--- src/rtl/vp_fb_writer_if.sv ---
// -----------------------------------------------------------------------------
// vp_fb_writer_if
//
// Purpose:
//   Bundles the two handshakes of the frame-buffer writer into one interface:
//   the pull side towards the upstream video-processing output FIFO and the
//   push side towards frame-buffer memory.
//
// Signals:
//   data_ready  writer -> FIFO    one-cycle read tick
//   data_valid  FIFO   -> writer  FIFO holds at least one pixel
//   data        FIFO   -> writer  read data, valid the cycle after the tick
//   mem_wr      writer -> memory  write request, held until accepted
//   mem_ready   memory -> writer  write accepted when mem_wr & mem_ready
//   mem_addr    writer -> memory  write address
//   mem_data    writer -> memory  write data
//
// Modports:
//   master  used by vp_fb_writer
//   slave   used by the FIFO/memory side (or a testbench standing in for it)
// -----------------------------------------------------------------------------
interface vp_fb_writer_if #(
    parameter int DW = 12,
    parameter int AW = 20
);
    logic          data_ready;
    logic          data_valid;
    logic [DW-1:0] data;
    logic          mem_wr;
    logic          mem_ready;
    logic [AW-1:0] mem_addr;
    logic [DW-1:0] mem_data;

    modport master (
        output data_ready,
        input  data_valid,
        input  data,
        output mem_wr,
        input  mem_ready,
        output mem_addr,
        output mem_data
    );

    modport slave (
        input  data_ready,
        output data_valid,
        output data,
        input  mem_wr,
        output mem_ready,
        input  mem_addr,
        input  mem_data
    );
endinterface

--- src/rtl/vp_fb_writer.sv ---
// -----------------------------------------------------------------------------
// vp_fb_writer
//
// Purpose:
//   Pulls filtered pixels one at a time from the upstream FIFO, tracks the
//   raster position (x, y) and writes each pixel to frame-buffer memory at
//   base + y*RL + x. Pulses o_frame_done after the last pixel of a frame has
//   been accepted by memory.
//
// Optional feature (compile-time macro VP_FB_DOUBLE_BUF_EN):
//   Defined   : ping-pong between two frame buffers. o_wr_buf toggles at each
//               frame done and o_rd_buf takes the buffer just completed.
//               Addresses span 0 .. 2*RL*NL-1.
//   Undefined : single buffer, o_wr_buf = o_rd_buf = 0, addresses span
//               0 .. RL*NL-1.
//
// Parameters:
//   DW  pixel data width
//   RL  pixels per line
//   NL  lines per frame
//   AW  memory address width (must hold 2*RL*NL-1)
//
// Ports:
//   i_clk          clock
//   i_rstn         synchronous active-low reset
//   i_enable       1 = fetch pixels; 0 = stay idle once the current pixel ends
//   i_frame_start  one-cycle pulse: realign raster counters to pixel 0
//   bus            FIFO read handshake + memory write handshake (master side)
//   o_frame_done   one-cycle pulse after the last pixel of a frame is accepted
//   o_wr_buf       buffer currently being written
//   o_rd_buf       buffer holding the last complete frame
//
// Per-pixel sequence (minimum 4 cycles):
//   IDLE -> RD (read tick) -> LATCH (capture FIFO data) -> WR (until accepted)
// -----------------------------------------------------------------------------
module vp_fb_writer #(
    parameter int DW = 12,
    parameter int RL = 640,
    parameter int NL = 480,
    parameter int AW = 20
) (
    input  logic            i_clk,
    input  logic            i_rstn,
    input  logic            i_enable,
    input  logic            i_frame_start,
    vp_fb_writer_if.master  bus,
    output logic            o_frame_done,
    output logic            o_wr_buf,
    output logic            o_rd_buf
);

    localparam int XW = (RL > 1) ? $clog2(RL) : 1;
    localparam int YW = (NL > 1) ? $clog2(NL) : 1;

    // Size of one frame in pixels; also the base of the second buffer.
    localparam logic [AW-1:0] FRAME_PIX = AW'(RL * NL);
    localparam logic [XW-1:0] X_LAST    = XW'(RL - 1);
    localparam logic [YW-1:0] Y_LAST    = YW'(NL - 1);

    typedef enum logic [1:0] {
        S_IDLE  = 2'd0,
        S_RD    = 2'd1,
        S_LATCH = 2'd2,
        S_WR    = 2'd3
    } state_t;

    state_t        state_q,      state_d;
    logic [XW-1:0] x_q,          x_d;
    logic [YW-1:0] y_q,          y_d;
    logic [AW-1:0] lin_q,        lin_d;
    logic          pend_q,       pend_d;
    logic          data_ready_q, data_ready_d;
    logic          mem_wr_q,     mem_wr_d;
    logic [AW-1:0] mem_addr_q,   mem_addr_d;
    logic [DW-1:0] mem_data_q,   mem_data_d;
    logic          frame_done_q, frame_done_d;
    logic          wr_buf_q,     wr_buf_d;
    logic          rd_buf_q,     rd_buf_d;

    logic [AW-1:0] base;
    logic          last_x;
    logic          last_y;

    // Base address of the buffer being written.
    always_comb begin
`ifdef VP_FB_DOUBLE_BUF_EN
        base = wr_buf_q ? FRAME_PIX : '0;
`else
        base = '0;
`endif
    end

    assign last_x = (x_q == X_LAST);
    assign last_y = (y_q == Y_LAST);

    // -------------------------------------------------------------------------
    // Next-state logic. Every output is a flop, so the read tick is decided in
    // IDLE and is high exactly while the FSM sits in RD.
    // -------------------------------------------------------------------------
    always_comb begin
        state_d      = state_q;
        x_d          = x_q;
        y_d          = y_q;
        lin_d        = lin_q;
        mem_wr_d     = mem_wr_q;
        mem_addr_d   = mem_addr_q;
        mem_data_d   = mem_data_q;
        wr_buf_d     = wr_buf_q;
        rd_buf_d     = rd_buf_q;
        data_ready_d = 1'b0;
        frame_done_d = 1'b0;
        // A frame-start is remembered from any state and only consumed in IDLE,
        // so an in-flight pixel still lands at its original address.
        pend_d       = pend_q | i_frame_start;

        unique case (state_q)
            S_IDLE: begin
                if (pend_q) begin
                    // Realign costs one idle cycle. A new pulse arriving in
                    // this very cycle stays pending.
                    x_d    = '0;
                    y_d    = '0;
                    lin_d  = '0;
                    pend_d = i_frame_start;
                end else if (i_enable && bus.data_valid) begin
                    data_ready_d = 1'b1;
                    state_d      = S_RD;
                end
            end

            S_RD: begin
                // FIFO read data appears on bus.data during LATCH; valid is
                // no longer looked at for this pixel.
                state_d = S_LATCH;
            end

            S_LATCH: begin
                mem_data_d = bus.data;
                mem_addr_d = base + lin_q;
                mem_wr_d   = 1'b1;
                state_d    = S_WR;
            end

            S_WR: begin
                if (bus.mem_ready) begin
                    mem_wr_d = 1'b0;
                    state_d  = S_IDLE;
                    if (last_x) begin
                        x_d = '0;
                        if (last_y) begin
                            y_d          = '0;
                            lin_d        = '0;
                            frame_done_d = 1'b1;
`ifdef VP_FB_DOUBLE_BUF_EN
                            wr_buf_d     = ~wr_buf_q;
                            rd_buf_d     = wr_buf_q;
`endif
                        end else begin
                            y_d   = y_q + 1'b1;
                            lin_d = lin_q + 1'b1;
                        end
                    end else begin
                        x_d   = x_q + 1'b1;
                        lin_d = lin_q + 1'b1;
                    end
                end
            end

            default: begin
                state_d = S_IDLE;
            end
        endcase
    end

    // -------------------------------------------------------------------------
    // State and output registers. Reset drops any pixel in flight.
    // -------------------------------------------------------------------------
    always_ff @(posedge i_clk) begin
        if (!i_rstn) begin
            state_q      <= S_IDLE;
            x_q          <= '0;
            y_q          <= '0;
            lin_q        <= '0;
            pend_q       <= 1'b0;
            data_ready_q <= 1'b0;
            mem_wr_q     <= 1'b0;
            mem_addr_q   <= '0;
            mem_data_q   <= '0;
            frame_done_q <= 1'b0;
            wr_buf_q     <= 1'b0;
            rd_buf_q     <= 1'b0;
        end else begin
            state_q      <= state_d;
            x_q          <= x_d;
            y_q          <= y_d;
            lin_q        <= lin_d;
            pend_q       <= pend_d;
            data_ready_q <= data_ready_d;
            mem_wr_q     <= mem_wr_d;
            mem_addr_q   <= mem_addr_d;
            mem_data_q   <= mem_data_d;
            frame_done_q <= frame_done_d;
            wr_buf_q     <= wr_buf_d;
            rd_buf_q     <= rd_buf_d;
        end
    end

    assign bus.data_ready = data_ready_q;
    assign bus.mem_wr     = mem_wr_q;
    assign bus.mem_addr   = mem_addr_q;
    assign bus.mem_data   = mem_data_q;
    assign o_frame_done   = frame_done_q;
    assign o_wr_buf       = wr_buf_q;
    assign o_rd_buf       = rd_buf_q;

endmodule

--- src/flat_wrapper.sv ---
// flat-port wrapper written by rule: the top's interface ports become plain ports
module vp_fb_writer_flat 
#(
    parameter int DW = 12,
    parameter int RL = 640,
    parameter int NL = 480,
    parameter int AW = 20
)
  (i_clk, i_rstn, i_enable, i_frame_start, o_frame_done, o_wr_buf, o_rd_buf, bus_data_ready, bus_data_valid, bus_data, bus_mem_wr, bus_mem_ready, bus_mem_addr, bus_mem_data);
  vp_fb_writer_if #(.DW(DW), .AW(AW)) bus_i ();
  input  logic i_clk;
  input  logic i_rstn;
  input  logic i_enable;
  input  logic i_frame_start;
  output logic o_frame_done;
  output logic o_wr_buf;
  output logic o_rd_buf;
  output wire logic [$bits(bus_i.data_ready)-1:0] bus_data_ready;
  input wire logic [$bits(bus_i.data_valid)-1:0] bus_data_valid;
  input wire logic [$bits(bus_i.data)-1:0] bus_data;
  output wire logic [$bits(bus_i.mem_wr)-1:0] bus_mem_wr;
  input wire logic [$bits(bus_i.mem_ready)-1:0] bus_mem_ready;
  output wire logic [$bits(bus_i.mem_addr)-1:0] bus_mem_addr;
  output wire logic [$bits(bus_i.mem_data)-1:0] bus_mem_data;
  assign bus_data_ready = bus_i.data_ready;
  assign bus_i.data_valid = bus_data_valid;
  assign bus_i.data = bus_data;
  assign bus_mem_wr = bus_i.mem_wr;
  assign bus_i.mem_ready = bus_mem_ready;
  assign bus_mem_addr = bus_i.mem_addr;
  assign bus_mem_data = bus_i.mem_data;
  vp_fb_writer #(.DW(DW), .RL(RL), .NL(NL), .AW(AW)) u_core (.i_clk(i_clk), .i_rstn(i_rstn), .i_enable(i_enable), .i_frame_start(i_frame_start), .bus(bus_i), .o_frame_done(o_frame_done), .o_wr_buf(o_wr_buf), .o_rd_buf(o_rd_buf));
endmodule
--- config.mk ---
export PLATFORM = sky130hd
export DESIGN_NAME = vp_fb_writer_flat
export DESIGN_NICKNAME = d
export VERILOG_FILES = /design/src/rtl/vp_fb_writer_if.sv /design/src/rtl/vp_fb_writer.sv /design/src/flat_wrapper.sv
export SDC_FILE = /design/constraint.sdc
export NUM_CORES = 1
export LEC_CHECK = 0
export CORE_MARGIN = 4
export CORE_UTILIZATION = 57
export DETAILED_ROUTE_END_ITERATION = 10
export GPL_ROUTABILITY_DRIVEN = 1
export PLACE_DENSITY = 0.9
export SYNTH_ARGS = -nofsm -noshare
export SYNTH_HDL_FRONTEND = slang
export SYNTH_SLANG_ARGS = --single-unit
--- constraint.sdc ---
create_clock -name i_clk -period 4.2 [get_ports i_clk]
set_input_delay 0.84 -clock i_clk [delete_from_list [all_inputs] [get_ports i_clk]]
set_output_delay 0.84 -clock i_clk [all_outputs]
set_load 0.05 [all_outputs]
==> impl_metrics.yaml, run 1 <==
layout:
  n_fill_cell: 419
  mostFrequentLayoutCell: "dfxtp_1"
  multi_input_area_um2: 1670
  nNetsFinal: 429
  area_growth_pct: 21.6
  seq_area_um2: 1540
  fin_util_pct: 72.2
  n_antenna_cell: 0
  final_cell_mix: "dfxtp_1, nor2_1, clkdlybuf4s50_1"
  stdcell_count: 482
  layout-drive-gt1-share_pct: 7.07
power:
  p_clk_share_pct: 28.6
  p_int_mw: 1.15
  switchingPower_mw: 0.528
  leakage_nw: 1.38
  p_sw_share_pct: 31.5
  peakVddDrop_mv: 0.270
  p_seq_share_pct: 47.5
  p_per_area_nw_per_um2: 417
  comb_power_share_pct: 23.9
die:
  start_util_pct: 59.3
  dieArea_um2: 7090
  die_w_um: 84.2
  ioPinCount: 55
  fp.dieH_um: 84.2
  row_count: 27
  core-area_um2: 5570
grt:
  track_usage_pct: 20.6
  grt_first_pass_wirelength_um: 12000
  grt_max_degree: 35
  grt_pass1_vias: 2704
  grt_overflow: 0
  antenna_found_initial: 0
run:
  drv_cap: 0
critical_path:
  critPathSlowestCell: "o21ai_2"
  crit_fanout: 22
  required_ns: 4.38
  slowest_delay_ns: 0.76
  path_class: "flip-flop to flip-flop"
  end_kind: "flip-flop"
  crit_chain: "ha_1 -> nand3b_1 -> nor4b_2 -> a31oi_1 -> o21ai_2 -> nor2_1"
  cp-start-kind: "flip-flop"
  r2r_cells: 6
  cp.arrival_ns: 2.66
route:
  finalWirelength_um: 6900
  wl_per_cell_um: 14.3
  drt_first_pass_iters: 4
  vias_per_cell: 5.62
  ant_nets: 0
  vias: 2707
  drc_errors: 0
  drt_iter0_drc: 126
synth:
  synth_seq_cells: 77
  yosysWarnings: 0
  synth_edf_count: 0
  syn_inst: 355
  synthesis.area_um2: 3310
  ys_types: 51
  async_reset_ff_share_pct: 0
  synth_seq_area_share_pct: 46.6
  syn-mean-instance-area_um2: 9.32
  ys.flop_type: "dfxtp_1"
status:
  outcome: "finished clean"
timing:
  timing.max_slew.rel_slack_pct: 31.5
  hold_viol: 0
  setup_tns_ns: 0
  slew_viol_final: 0
  min_period_over_period_pct: 58.9
  worst_slew_pin_slew_ns: 1.03
  setup_violations: 0
  fin_ws_ns: 1.72
  finalCriticalPeriod_ns: 2.48
  fmax_mhz: 404
  rsz0062_at_grt: "false"
  skew_ns: 0.00783
clock_network:
  cts_root_buf: "clkbuf_8"
  cts_resized: 0
  h-tree-depth: 3
  cts_hold_buf: 0
  path_clk_slew_ns: 0.07
  tritoncts: "yes"
  clkLatencyLatePin_ns: 0.34
  clockBufferDepth: 2
  cts.sinks: 77
  post-cts-setup-buffer-count: 0
  numCtsBuffers: 9
placed_design:
  numPortBuffers: 52
  dp_hpwl_um: 4840
  dpl_worst_slack_ns: 1.49
  routabilityCongestion: 0.898
  dp.cells: 466
min_path:
  worstHoldPathCells: 1
  hold_path.class: "flip-flop to flip-flop"
==> routing by layer <==
| metal | part of all wire, % | global-route usage, % | vias up |
|---|---|---|---|
| met5 | 0 | 0 | - |
| met4 | 1.7 | 10.4 | 0 |
| met3 | 6.3 | 4.91 | 15 |
| met2 | 50 | 36.1 | 86 |
| met1 | 42 | 23.2 | 1277 |
| li1 | - | - | 1329 |
==> cells in the mapped netlist (3+ instances only) <==
master    number  share of area (%)
dfxtp_1       77                 47
nor2_1        75                8.5
mux2i_1       33                 10
nand2_1       16                1.8
nand4_1       15                2.8
xnor2_1       15                4.0
nor3_1        12                1.8
xor2_1        12                3.2
a21oi_1       11                1.7
nand3_1       10                1.5
clkbuf_1       7               0.79
ha_1           6                2.3
inv_1          6               0.68
buf_4          5                1.1
o21ai_0        5               0.76
and2_1         4               0.76
a31oi_1        3               0.57
and3_1         3               0.57
buf_2          3               0.45
nand3b_1       3               0.68
==> worst paths after layout <==
| kind | slack [ns] | from | endpoint |
|---|---|---|---|
| worst max-delay path | 1.72 | u_core.x_q[0] | u_core.lin_q[4] |
| worst min-delay path | 0.48 | u_core.y_q[8] | u_core.y_q[8] |
| worst max register to register | 1.72 | u_core.x_q[0] | u_core.lin_q[4] |
| worst min register to register | 0.48 | u_core.y_q[8] | u_core.y_q[8] |
==> per-stage QoR <==
stage | hold slack (ns) | area (um^2) | power [mW]
after floorplan | 0.440 | 3310 | 1.11
after global placement | 0.451 | 3850 | 1.20
after detailed placement | 0.463 | 3850 | 1.21
after CTS | 0.479 | 4020 | 1.69
after global routing | 0.515 | 4020 | 1.77
final | 0.479 | 4020 | 1.68
==> critical path, delay by kind of cell, from the launching register on <==
| family | cells | cell delay (ns) |
|---|---|---|
| fa+ha+maj | 1 | 0.28 |
| compound gates | 2 | 0.92 |
| flops | 1 | 0.42 |
| simple gates | 3 | 0.70 |
==> cells by family after synthesis <==
family,share of synthesized area (%)
XOR/XNOR,7.15
AO/OA/AOI/OAI,7.19
other,0.113
flip-flops,46.6
AND/OR/NAND/NOR,23.2
multiplexers,10.3
buffers and inverters,3.18
adder cells (fa/ha/maj),2.27
==> power by group through the flow <==
stage | Combinational (mW) | Clock, mW | Sequential, mW
2_1_floorplan | 0.238 | 0 | 0.877
3_3_place_gp | 0.391 | 0 | 0.811
3_5_place_dp | 0.400 | 0 | 0.811
4_1_cts | 0.403 | 0.489 | 0.796
5_1_grt | 0.435 | 0.531 | 0.801
6_report | 0.401 | 0.479 | 0.796
==> flip-flops by register name, indices dropped and copies added, names as in the netlist <==
name and cells:
u_core.bus.mem_wr 1, u_core.y_q 9, u_core.bus.data_ready 1, u_core.pend_q 1, u_core.o_frame_done 1, u_core.bus.mem_addr 20
u_core.x_q 10, u_core.bus.mem_data 12, u_core.lin_q 20, u_core.state_q 2
==> area by class of cell <==
type                       instances  share of cell area (%)
sequential                        77                    38.3
inverter                           7                   0.653
timing repair buffer              53                    13.1
multi-input combinational        257                    41.5
clock inverter                     4                   0.591
clock buffer                      12                    3.61
tap                               72                    2.24
Power figures use the tool's default switching activity.
==> inputs of run 2 (changes only) <==
CORE_UTILIZATION = 48   (was 57)
PLACE_DENSITY = 0.81   (was 0.9)
clock period = 2 ns   (was 4.2 ns; I/O delays follow)
==> impl_metrics.yaml, run 2 (synthesis results as in run 1) <==
status:
  outcome: "finished clean"
route:
  drt_first_pass_iters: 4
  drc_errors: 0
  ant_nets: 0
  vias_per_cell: 5.39
  finalWirelength_um: 7140
  vias: 2715
  wl_per_cell_um: 14.2
  drt_iter0_drc: 91
timing:
  rsz0062_at_grt: "true"
  min_period_over_period_pct: 95.3
  hold_viol: 0
  skew_ns: 0.0151
  fmax_mhz: 525
  slew_viol_final: 0
  finalCriticalPeriod_ns: 1.91
  worst_slew_pin_slew_ns: 0.518
  setup_violations: 0
  setup_tns_ns: 0
  timing.max_slew.rel_slack_pct: 65.3
min_path:
  hold_path.class: "flip-flop to flip-flop"
  worstHoldPathCells: 2
clock_network:
  h-tree-depth: 3
  tritoncts: "yes"
  post-cts-setup-buffer-count: 0
  cts_root_buf: "clkbuf_8"
  cts_hold_buf: 0
  path_clk_slew_ns: 0.07
  clkLatencyLatePin_ns: 0.35
  clockBufferDepth: 2
  numCtsBuffers: 9
  cts.sinks: 77
placed_design:
  dp.cells: 488
  numPortBuffers: 52
  routabilityCongestion: 0.842
  dp_hpwl_um: 5120
  place_area_um2: 4030
layout:
  nNetsFinal: 446
  fin_util_pct: 65.1
  layout-drive-gt1-share_pct: 11.7
  design_area_um2: 4250
  final_cell_mix: "dfxtp_1, nor2_1, clkdlybuf4s50_1"
  mostFrequentLayoutCell: "dfxtp_1"
  n_fill_cell: 554
  stdcell_count: 504
  area_growth_pct: 28.6
  n_antenna_cell: 0
power:
  peakVddDrop_mv: 0.693
  p_per_area_nw_per_um2: 896
  p_total_mw: 3.81
  leakage_nw: 1.49
critical_path:
  end_kind: "output port"
  cp.arrival_ns: 1.51
  cp-start-kind: "flip-flop"
  r2r_cells: 8
  slowest_delay_ns: 0.82
  critPathSlowestCell: "clkdlybuf4s50_1"
  path_class: "flip-flop to output port"
  cp.depth: 1
  cpLargestDelayFamily: "buffers and inverters"
  crit_fanout: 2
  required_ns: 1.60
  crit_buf_inv: 1
  crit_chain: "clkdlybuf4s50_1"
die:
  ioPinCount: 55
  dieArea_um2: 8280
  row_count: 29
  die_w_um: 91.0
  core-area_um2: 6530
  start_util_pct: 50.7
  fp.dieH_um: 91.0
grt:
  grt_max_degree: 45
  antenna_found_initial: 0
  grt_overflow: 0
  grt_first_pass_wirelength_um: 12200
  grt_pass1_vias: 2733
  track_usage_pct: 17.9
run:
  drv_cap: 0
-- run 2: area by class of cell --
cell class / instances / area [um^2] / area share [%]
sequential: 77 / 1540 / 36.2
tap: 77 / 96.3 / 2.27
multi-input combinational: 257 / 1690 / 39.8
timing repair buffer: 70 / 693 / 16.3
clock buffer: 11 / 141 / 3.32
inverter: 7 / 26.3 / 0.618
clock inverter: 5 / 60.1 / 1.41
-- run 2: what timing repair did --
| action | in CTS | in global routing |
|---|---|---|
| resized for setup | 0 | 5 |
| setup endpoints to repair | 0 | 12 |
| hold endpoints to repair | 0 | 0 |
-- run 2: stage by stage --
stage	worst slack, ns	hold WS (ns)
detailed placement	-0.125	0.468
CTS	0.00609	0.483
global placement	-0.00161	0.453
floorplan	0.170	0.440
finish	0.0936	0.480
global route	-0.0104	0.509
-- run 2: layer usage --
| metal | GRT usage [%] | vias up | part of all wire [%] |
|---|---|---|---|
| met5 | 0 | - | 0 |
| met4 | 5.15 | 0 | 1.2 |
| met3 | 5.79 | 8 | 3.8 |
| met2 | 32.4 | 52 | 52 |
| met1 | 20.1 | 1302 | 43 |
| li1 | - | 1353 | - |
-- run 2: power breakdown --
| group | switching [mW] | internal [mW] |
|---|---|---|
| sequential | 0.0563 | 1.61 |
| combinational | 0.567 | 0.407 |
| clock | 0.556 | 0.613 |
| total | 1.18 | 2.63 |
-- run 2: path summary, 6_finish.rpt --
path	startpoint	end	slack, ns
max	u_core.bus.mem_data[10]	bus_mem_data[10]	0.09
min	u_core.y_q[1]	u_core.y_q[1]	0.48
max reg2reg	u_core.state_q[0]	u_core.lin_q[19]	0.13
min reg2reg	u_core.y_q[1]	u_core.y_q[1]	0.48
==> inputs of run 3 (changes only) <==
ABC_CLOCK_PERIOD_IN_PS = 2000   (was not set)
==> results of run 3 <==
No change in the layout: final DEF, timing and power equal those of run 2.
